## src/rtl/image_frame_loader.sv

```systemverilog
// -----------------------------------------------------------------------------
// image_frame_loader
//
// Captures a binary image of IMG_H x IMG_W pixels that arrives as BUS_W-pixel
// beats on a valid/ready stream. Beats are assembled in a capture buffer. When
// the last beat of a frame lands, the whole buffer, including that beat, is
// copied in one step to a held output register for the inference core. The
// next frame can then be captured while the consumer still works on the
// current one.
//
// Ports
//   clk          single clock, rising edge
//   reset_n      asynchronous active-low reset
//   in_valid     beat present on in_data
//   in_ready     block accepts a beat this cycle (combinational from frame_ack)
//   in_data      BUS_W pixels; bit k = column b*BUS_W+k on beat b of a row
//   in_sof       marks the beat as pixel (0,0) of a new frame
//   frame_data   held frame; pixel (r,c) at bit r*IMG_W+c
//   frame_valid  frame_data holds a complete frame that is not yet consumed
//   frame_ack    consumer releases frame_data
//   sync_err     one-cycle pulse after a framing violation
//   frame_count  completed frames, wraps 255 -> 0
//
// State | meaning
// ------+---------------------------------------------------------------
// IDLE  | waiting for a beat with in_sof; other beats are dropped and flagged
// FILL  | capturing a frame; in_sof restarts it, the last position completes it
// -----------------------------------------------------------------------------
module image_frame_loader #(
    parameter int IMG_W = 14,
    parameter int IMG_H = 14,
    parameter int BUS_W = 7
) (
    input  logic                   clk,
    input  logic                   reset_n,
    input  logic                   in_valid,
    output logic                   in_ready,
    input  logic [BUS_W-1:0]       in_data,
    input  logic                   in_sof,
    output logic [IMG_W*IMG_H-1:0] frame_data,
    output logic                   frame_valid,
    input  logic                   frame_ack,
    output logic                   sync_err,
    output logic [7:0]             frame_count
);

    localparam int BPR    = IMG_W / BUS_W;
    localparam int PIX    = IMG_W * IMG_H;
    localparam int ROW_W  = (IMG_H > 1) ? $clog2(IMG_H) : 1;
    localparam int BEAT_W = (BPR > 1) ? $clog2(BPR) : 1;

    localparam logic [ROW_W-1:0]  LAST_ROW  = ROW_W'(IMG_H - 1);
    localparam logic [BEAT_W-1:0] LAST_BEAT = BEAT_W'(BPR - 1);

    typedef enum logic {
        S_IDLE = 1'b0,
        S_FILL = 1'b1
    } state_t;

    state_t             state;
    state_t             state_nxt;

    logic [ROW_W-1:0]   row;
    logic [BEAT_W-1:0]  beat;
    logic [PIX-1:0]     cap;

    // FSM output decode
    logic               at_last;
    logic               accept;
    logic               do_write;
    logic               restart;
    logic               err_set;
    logic               complete;

    // Write position and the position that follows it
    logic [ROW_W-1:0]   wr_row;
    logic [BEAT_W-1:0]  wr_beat;
    logic [ROW_W-1:0]   row_nxt;
    logic [BEAT_W-1:0]  beat_nxt;
    logic [PIX-1:0]     cap_nxt;

    // -------------------------------------------------------------------------
    // State register
    // -------------------------------------------------------------------------
    always_ff @(posedge clk or negedge reset_n) begin
        if (!reset_n) begin
            state <= S_IDLE;
        end else begin
            state <= state_nxt;
        end
    end

    // -------------------------------------------------------------------------
    // Next-state logic
    // -------------------------------------------------------------------------
    always_comb begin
        state_nxt = state;
        case (state)
            S_IDLE: begin
                if (accept && in_sof) begin
                    state_nxt = S_FILL;
                end
            end
            S_FILL: begin
                if (complete) begin
                    state_nxt = S_IDLE;
                end
            end
            default: state_nxt = S_IDLE;
        endcase
    end

    // -------------------------------------------------------------------------
    // Output / control decode
    // -------------------------------------------------------------------------
    always_comb begin
        at_last  = (state == S_FILL) && (row == LAST_ROW) && (beat == LAST_BEAT);
        // Stall only the completing beat, and only while the held frame is
        // still owned by the consumer. An ack in the same cycle frees the
        // register, so the completion may go ahead on that edge.
        in_ready = !(at_last && frame_valid && !frame_ack);
        accept   = in_valid && in_ready;
        do_write = 1'b0;
        restart  = 1'b0;
        err_set  = 1'b0;
        complete = 1'b0;
        case (state)
            S_IDLE: begin
                if (accept) begin
                    if (in_sof) begin
                        do_write = 1'b1;
                        restart  = 1'b1;
                    end else begin
                        err_set  = 1'b1;
                    end
                end
            end
            S_FILL: begin
                if (accept) begin
                    do_write = 1'b1;
                    if (in_sof) begin
                        restart  = 1'b1;
                        err_set  = 1'b1;
                    end else if (at_last) begin
                        complete = 1'b1;
                    end
                end
            end
            default: begin
                do_write = 1'b0;
            end
        endcase
    end

    // -------------------------------------------------------------------------
    // Capture position and buffer update
    // -------------------------------------------------------------------------
    always_comb begin
        wr_row  = restart ? '0 : row;
        wr_beat = restart ? '0 : beat;

        // The last position wraps to (0,0), which leaves the counters ready
        // for the next frame without a separate clear.
        if (wr_beat == LAST_BEAT) begin
            beat_nxt = '0;
            row_nxt  = (wr_row == LAST_ROW) ? '0 : wr_row + 1'b1;
        end else begin
            beat_nxt = wr_beat + 1'b1;
            row_nxt  = wr_row;
        end

        cap_nxt = cap;
        for (int r = 0; r < IMG_H; r++) begin
            for (int b = 0; b < BPR; b++) begin
                if (do_write && (wr_row == ROW_W'(r)) && (wr_beat == BEAT_W'(b))) begin
                    cap_nxt[(r*BPR + b)*BUS_W +: BUS_W] = in_data;
                end
            end
        end
    end

    // -------------------------------------------------------------------------
    // Datapath registers
    // -------------------------------------------------------------------------
    always_ff @(posedge clk or negedge reset_n) begin
        if (!reset_n) begin
            row         <= '0;
            beat        <= '0;
            cap         <= '0;
            frame_data  <= '0;
            frame_valid <= 1'b0;
            frame_count <= 8'd0;
            sync_err    <= 1'b0;
        end else begin
            sync_err <= err_set;
            if (do_write) begin
                row  <= row_nxt;
                beat <= beat_nxt;
                cap  <= cap_nxt;
            end
            // Completion wins over ack: the freshly copied frame is unconsumed.
            if (complete) begin
                frame_data  <= cap_nxt;
                frame_valid <= 1'b1;
                frame_count <= frame_count + 8'd1;
            end else if (frame_ack) begin
                frame_valid <= 1'b0;
            end
        end
    end

endmodule

```

## config.mk

```make
export PLATFORM = sky130hd
export DESIGN_NAME = image_frame_loader
export DESIGN_NICKNAME = d
export VERILOG_FILES = /design/src/rtl/image_frame_loader.sv
export SDC_FILE = /design/constraint.sdc
export NUM_CORES = 1
export LEC_CHECK = 0
export CAP_MARGIN = 20
export CORE_MARGIN = 2
export CORE_UTILIZATION = 50
export DETAILED_ROUTE_END_ITERATION = 10
export DONT_BUFFER_PORTS = 1
export MAX_ROUTING_LAYER = met4
export PLACE_DENSITY = 0.72
export SETUP_SLACK_MARGIN = 0.2
export SLEW_MARGIN = 20
export SYNTH_ARGS = -nofsm -noshare
export SYNTH_HDL_FRONTEND = slang
export SYNTH_SLANG_ARGS = --single-unit
```

## constraint.sdc

```tcl
create_clock -name clk -period 2.2 [get_ports clk]
set_clock_uncertainty 0.15 [all_clocks]
set_input_delay 0.22 -clock clk [delete_from_list [all_inputs] [get_ports clk]]
set_output_delay 0.22 -clock clk [all_outputs]
set_load 0.05 [all_outputs]
```

==> results of run 1 <==
## stage by stage
stage               setup WS, ns  std cells  setup TNS (ns)  hold WS (ns)  cell area [um^2]
global placement        0.003542       1534               0       -0.2071             16450
global route            -0.09796       1714          -5.587       -0.7718             20630
CTS                     0.001624       1682               0       -0.7578             19420
detailed placement      -0.01818       1534        -0.02079       -0.2078             16450
floorplan               -0.09530       1152         -0.9413       -0.2256             15780
finish                  -0.04890       1714         -0.6426       -0.7490             20630
## synthesized netlist by cell type, types with 3 or more instances
master / instances / area (um^2)
dfrtp_1: 401 / 10030
nand2_1: 257 / 964.7
mux2_2: 224 / 2522
mux2_1: 49 / 551.8
clkbuf_1: 45 / 168.9
o21ai_0: 41 / 205.2
buf_2: 20 / 100.1
nor2_1: 14 / 52.55
buf_4: 10 / 75.07
nand3_1: 10 / 50.05
a21oi_1: 8 / 40.04
mux2_4: 7 / 105.1
nor3_1: 5 / 25.02
and3_1: 4 / 25.02
nand4_1: 4 / 25.02
xnor2_1: 4 / 35.03
xor2_1: 4 / 35.03
and2_1: 3 / 18.77
and4_1: 3 / 26.28
nand4b_1: 3 / 26.28
## critical path, stage by stage, from the launching register on
cell      delay, ns
dfrtp_2        0.43
buf_12         0.15
and4bb_2       0.32
buf_6          0.10
buf_6          0.09
buf_4          0.11
nand2_4        0.04
buf_8          0.16
mux2_4         0.31
mux2_4         0.26
## power by group through the flow
| stage | registers, uW | logic (uW) | clock network (uW) |
|---|---|---|---|
| 6_report | 8300 | 1910 | 7090 |
| 5_1_grt | 8350 | 2050 | 7540 |
| 4_1_cts | 8270 | 1690 | 7190 |
| 3_5_place_dp | 8390 | 1330 | 0 |
| 3_3_place_gp | 8360 | 1290 | 0 |
| 2_1_floorplan | 8310 | 1050 | 0 |
## area by class of cell
| class | instances | area, um^2 |
|---|---|---|
| clock inverters | 16 | 163.9 |
| repair buffers | 166 | 2380 |
| diodes | 4 | 10.01 |
| inverters | 1 | 3.754 |
| multi-input cells | 673 | 6305 |
| fillers | 1998 | 9881 |
| flip-flops and latches | 401 | 10040 |
| clock buffers | 57 | 1229 |
| well taps | 396 | 495.5 |
## state kept, by name, summed over array words and instances (netlist names)
signal,cells
cap,189
row,4
sync_err,1
frame_data,196
frame_count,8
frame_valid,1
state,1
beat,1
## logic make-up (layout without fill, tap and decap cells)
| family | count (synthesis) | in the layout | share of synthesized area, % |
|---|---|---|---|
| buf+inv | 78 | 240 | 2.351 |
| other cells | 0 | 4 | 0 |
| compound gates | 55 | 55 | 1.889 |
| simple gates | 329 | 329 | 9.614 |
| xor+xnor | 8 | 8 | 0.4539 |
| flops | 401 | 401 | 65.01 |
| mux | 280 | 280 | 20.60 |
| fa+ha+maj | 1 | 1 | 0.08105 |
## repair_timing
action,in CTS,in global routing
buffers inserted,37,19
cloned,16,9
endpoints found under the setup margin,196,242
pin swaps,20,21
gates resized for setup,169,232
endpoints found under the hold margin,731,401
## worst max-delay path by stage
stage	cells after the start	endpoint	from	slack (ns)
after floorplan	6	cap[0]	frame_valid	-0.1
final	9	frame_data[8]	row[1]	-0.05
after CTS	5	frame_data[182]	row[1]	0.002
after global placement	8	frame_count[7]	row[1]	0.004
after global routing	9	frame_data[123]	row[1]	-0.1
after detailed placement	5	frame_data[182]	row[1]	-0.02
## metal layers
layer	track usage, %	up-vias	wire length (um)
met5	-	-	0
met4	6.146	0	781
met3	7.293	59	3159
met2	38.24	300	19580
met1	31.50	5015	16830
li1	-	4174	-
==> impl_results.md, run 1 <==
* Worst slew margin at -13.25%
* Congestion Overflow GR at 0
* First-pass GRT wire length at 59.71 mm
* Critical path arrival at about 2.5 ns
* CTS tree: done
* PwrDens at ~840 mW/mm^2
* Vias in the first global route at between 9000 and 10000
* Ys Warns at 0
* Setup-failing EPs final at between 40 and 50
* Final Util at around two thirds
* Internal power at 13300 uW
* Core area at roughly 0.031 mm^2
* Largest net degree at the start of global routing at 402
* Commonest non-fill, non-tap cell in the layout: dfrtp_1
* Row cnt at 64
* Total number of vias at 9548
* Final antenna-violating net count at 0
* Flop2flop setup slack at -0.05 ns
* Die Ht at roughly 180 um
* Critical Path Fanout Max at 7
* Clock transition at the registers of the reported paths at roughly 0.06 ns
* Leak at roughly 0.010 uW
* Area Growth Syn to Fin at 33.65%
* Max VDD drop at 0.0006304 V
* Overall power at approximately 17000 uW
* Fmax at approximately 0.44 GHz
* Most frequent cells in the layout: dfrtp_1, mux2_4, nand2_1
* NetSw at 3997 uW
* Final RePlAce weighted congestion at between 0.8 and 0.9
* Layout cell share with drive strength beyond 1 at 47.64%
* Crit share post-route at 102.2%
* CTS sink cnt at 401
* Outcome: complete, but fails checks
* Failing checks: negative hold slack, max-slew violations, negative setup slack
* Setup crit end kind: register
* GRT Total Usage at roughly a quarter
* Critical path class: reg -> reg
* Root Buffer: clkbuf_16
* Setup WS post-layout at -0.04890 ns
* Hold buffer count at CTS at 22
* Final #Nets at ~1300
* Vias per inst at 5.571
* Switch share at a little under a quarter
* Final worst path period need at between 2 and 2.5 ns
* Final wirelength at approximately 40 mm
* Syn nets at 1165
* Area of the mapped netlist at ~0.015 mm^2
* DP HPWL at 20.57 mm
* Seq pwr share at a little under half
* RSZ-0062 raised after global routing: true
* Number of flops mapped to enable cells by yosys at 0
* Die area at roughly 0.032 mm^2
* Maximum capacitance violations at 0
* Drt initial violations at a little over 800
* Main synth FF type: dfrtp_1
* Crit path required time at between 2 and 2.5 ns
* Die W at 179.7 um
* DR WL/cell at 23.54 um
* Synth cell types at 50
* Hold Crit Class: in -> async
* RR Startpoint: row[1]
* Number of buffers created by CTS at just over 40
* Initial antenna violation count at 4
* Worst skew pair latency at 0.53 ns
* Number of port buffers at 0
* Hold_ws at -0.7490 ns
* Number of synthesized register bits at about 400
* Worst Setup Start Kind: register
* Drc violations at 0
* 1st-pass router iterations at 5
* H-tree depth at 2
* Synthesized instance count at 1152
* RR Endpoint: frame_data[8]
* I/O pins at 219
* Syn avg cell area at between 10 and 15 um^2
* Reg2Reg Depth at 9
* Clock group share of total power at between 40 and 50%
* Combinational Power Share at a little over a tenth
* Count of pins over their slew limit at about 120
* Fin. Hold Viols at about 400
* Tightest Pin Transition at approximately 1.7 ns
* Clk buf depth at 3
* Async set or reset register ratio after synthesis at 100.0%
* Initial Util at roughly half
* Sequential element share of the synthesized area at about two thirds
Note: power is estimated with default switching activity, not from simulation.
==> run 2, diff against run 1 <==
--- a/config.mk
+++ b/config.mk
@@ -11,7 +11,7 @@
 export DETAILED_ROUTE_END_ITERATION = 10
 export DONT_BUFFER_PORTS = 1
 export MAX_ROUTING_LAYER = met4
-export PLACE_DENSITY = 0.72
+export PLACE_DENSITY = 0.69
 export SETUP_SLACK_MARGIN = 0.2
 export SLEW_MARGIN = 20
 export SYNTH_ARGS = -nofsm -noshare
==> constraint.sdc (replaced) <==
create_clock -name clk -period 2.4 [get_ports clk]
set_clock_uncertainty 0.15 [all_clocks]
set_input_delay 0.24 -clock clk [delete_from_list [all_inputs] [get_ports clk]]
set_output_delay 0.24 -clock clk [all_outputs]
set_load 0.05 [all_outputs]
==> run 2 against run 1 <==
  * The run ends with negative hold slack left
  * Non-clock buffer count fell by 74
  * Maximum frequency rose by 1.6%
  * Register-to-register slack improved by 0.23 ns
  * Final cell count fell by 4.2%
  * Hold slack improved by 0.032 ns
  * Sequential power fell by 8.7%
  * Worst setup slack improved by 0.23 ns
  * First-iteration DRC count rose by 1.5%
  * Combinational power fell by 27%
  * Core utilization fell by 8.5 points
  * Flip-flop and latch count did not move
  * Critical path type unchanged
==> impl_results.md, run 2 (same netlist as run 1, synthesis figures left out) <==
* CTS sink cnt at 401 (unchanged)
* RSZ-0062 raised after global routing: true
* Drc violations at 0 (unchanged)
* Crit share post-route at 92.25% (-10 points)
* Hold_ws at -0.7167 ns (+0.03228 ns)
* Maximum capacitance violations at 0 (unchanged)
* 1st-pass router iterations at 4 (-1)
* CTS tree: done
* Setup-failing EPs final at 0 (-100%)
* Critical path arrival at 2.47 ns (-0.03 ns)
* Non-Filler Instances at 1642 (-4.2%)
* DP HPWL at 20.06 mm (-2.5%)
* Critical-path top delay cell: or4b_4
* Final antenna-violating net count at 0 (unchanged)
* Largest net degree at the start of global routing at 402 (unchanged)
* Drt initial violations at 825 (+1.5%)
* Hold buffer count at CTS at 21 (-4.5%)
* Vias per inst at 5.381 (-3.4%)
* Critical path class: reg -> reg
* Worst slew margin at 38.52% (+52 points)
* First-pass GRT wire length at 53.91 mm (-9.7%)
* H-tree depth at 2 (unchanged)
* Vias in the first global route at 9069 (-8.4%)
* Fmax at 0.4517 GHz (+1.6%)
* Area Growth Syn to Fin at 16.86%
* Number of port buffers at 0 (unchanged)
* Dpl cells at 1516 (-1.2%)
* Root Buffer: clkbuf_16
* Initial Util at 50.59% (unchanged)
* Most frequent cells in the layout: dfrtp_1, nand2_1, mux2_2
* Initial antenna violation count at 6 (+2)
* Setup WS pre-CTS at 0.05950 ns (+0.07767 ns)
* Core area at 0.03051 mm^2 (unchanged)
* Die W at 179.7 um (unchanged)
* Row cnt at 64 (unchanged)
* Fin. Hold Viols at 401 (unchanged)
* Crit-path cells: or4b_4 -> nor3_4 -> buf_12 -> mux2_4 -> mux2_4
* Congestion Overflow GR at 0 (unchanged)
* Worst skew pair latency at 0.52 ns (about the same)
* CP max stage delay at 0.59 ns (+0.16 ns)
* Setup WS post-layout at 0.1861 ns (+0.2350 ns)
* CP Buf/Inv Count at 1 (-4)
* Critical Path Fanout Max at 7 (unchanged)
* Final RePlAce weighted congestion at 0.8024 (-3.5%)
* DR WL/cell at 21.06 um (-11%)
* Worst Setup Start Kind: register
* Failing checks: negative hold slack
* Crit path required time at 2.66 ns (+0.21 ns)
* Clk buf depth at 3 (unchanged)
* Count of pins over their slew limit at 0 (-100%)
* Number of flip-flops in the largest register at 196 (unchanged)
* Commonest non-fill, non-tap cell in the layout: dfrtp_1
* PwrDens at 841.7 mW/mm^2 (+0.38%)
* I/O pins at 219 (unchanged)
* Clock transition at the registers of the reported paths at 0.06 ns (about the same)
* Outcome: complete, but fails checks
* Fin Setup TNS at 0 ns (+0.6426 ns)
* Hold Crit Class: in -> async
* Leak at 0.009153 uW (-10%)
* Fillers at 2408 (+21%)
* Cell mode on critical path: mux2_4
* Most flops, register: frame_data
* Final wirelength at 34.59 mm (-14%)
* Number of buffers created by CTS at 41 (unchanged)
* Final worst path period need at 2.214 ns (-0.03498 ns)
* Max VDD drop at 0.0005034 V (-20%)
* Total number of vias at 8835 (-7.5%)
* Setup crit end kind: register
* Final Util at 59.12% (-8.5 points)
* Regs by FF count: frame_data: 196 flops, cap: 189 flops, frame_count: 8 flops
* Tightest Pin Transition at 0.9222 ns (-0.7766 ns)
* Final #Nets at 1223 (-5.7%)
* Die area at 0.03229 mm^2 (unchanged)
* Delay-heaviest family, CP: simple AND/OR/NAND/NOR gates
* GRT Total Usage at 21.96% (-2.5 points)
* Die Ht at 179.7 um (unchanged)
* Layout cell share with drive strength beyond 1 at 32.58% (-15 points)
-- run 2: cell types whose count changed in the layout (fill, tap and decap cells not counted), sizes merged --
cell / previous run / this run
buf: 143 / 76
bufinv: 3 / 1
clkbuf: 65 / 68
clkinv: 10 / 3
clkinvlp: 2 / 1
diode: 4 / 6
dlygate4sd3: 15 / 14
inv: 2 / 3
-- run 2: stage by stage --
| step | hold slack [ns] | power, uW | instance area [um^2] |
|---|---|---|---|
| 2_1_floorplan | -0.2056 | 8539 | 15440 |
| 3_3_place_gp | -0.1865 | 8732 | 16000 |
| 3_5_place_dp | -0.1890 | 8808 | 16000 |
| 4_1_cts | -0.7380 | 15230 | 17760 |
| 5_1_grt | -0.7411 | 15840 | 18040 |
| 6_report | -0.7167 | 15180 | 18040 |
-- run 2: path summary, 6_finish.rpt --
kind / from / to / slack [ns] / cells after the start
setup / recovery: row[1] / frame_data[188] / 0.19 / 5
hold / removal: reset_n / frame_data[38] / -0.72 / 0
setup reg to reg: row[1] / frame_data[188] / 0.19 / 5
hold reg to reg: cap[40] / cap[40] / 0.30 / 2
max in group asynchronous: reset_n / beat / 2.04 / 0
min in group clk: in_valid / cap[106] / 0.04 / 5
-- run 2: power by group --
part / internal [uW] / switching (uW) / leakage, uW / total, uW
clock network: 3710 / 2500 / 0.000652 / 6210
registers: 7360 / 220 / 0.00549 / 7580
logic: 739 / 654 / 0.00301 / 1390
-- run 2: final cells by class --
cell class / instances / area [um^2] / area share (%)
Antenna cell: 6 / 15.01 / 0.08324
Clock buffer: 66 / 1262 / 6.999
Clock inverter: 7 / 70.07 / 0.3885
Inverter: 1 / 3.754 / 0.02081
Multi-Input combinational cell: 673 / 5182 / 28.73
Sequential cell: 401 / 10040 / 55.68
Tap cell: 396 / 495.5 / 2.747
Timing Repair Buffer: 92 / 964.7 / 5.348
-- run 2: what timing repair did --
action,CTS,global route
gates cloned,0,1
pin swaps,4,7
endpoints found under the hold margin,730,401
endpoints found under the setup margin,157,140
resized for setup,26,26
buffers inserted,7,18
-- run 2: metal layers --
| layer | track usage (%) | vias up | part of all wire (%) |
|---|---|---|---|
| met4 | 5.236 | 0 | 1.8 |
| li1 | - | 4020 | - |
| met1 | 28.82 | 4520 | 44 |
| met3 | 7.921 | 57 | 8.2 |
| met5 | - | - | 0 |
| met2 | 32.84 | 238 | 46 |
==> run 3, diff against run 2 <==
--- a/config.mk
+++ b/config.mk
@@ -10,6 +10,7 @@
 export CORE_UTILIZATION = 50
 export DETAILED_ROUTE_END_ITERATION = 10
 export DONT_BUFFER_PORTS = 1
+export GPL_ROUTABILITY_DRIVEN = 0
 export MAX_ROUTING_LAYER = met4
 export PLACE_DENSITY = 0.69
 export SETUP_SLACK_MARGIN = 0.2
==> results of run 3 <==
No change in the layout: final DEF, timing and power equal those of run 2.
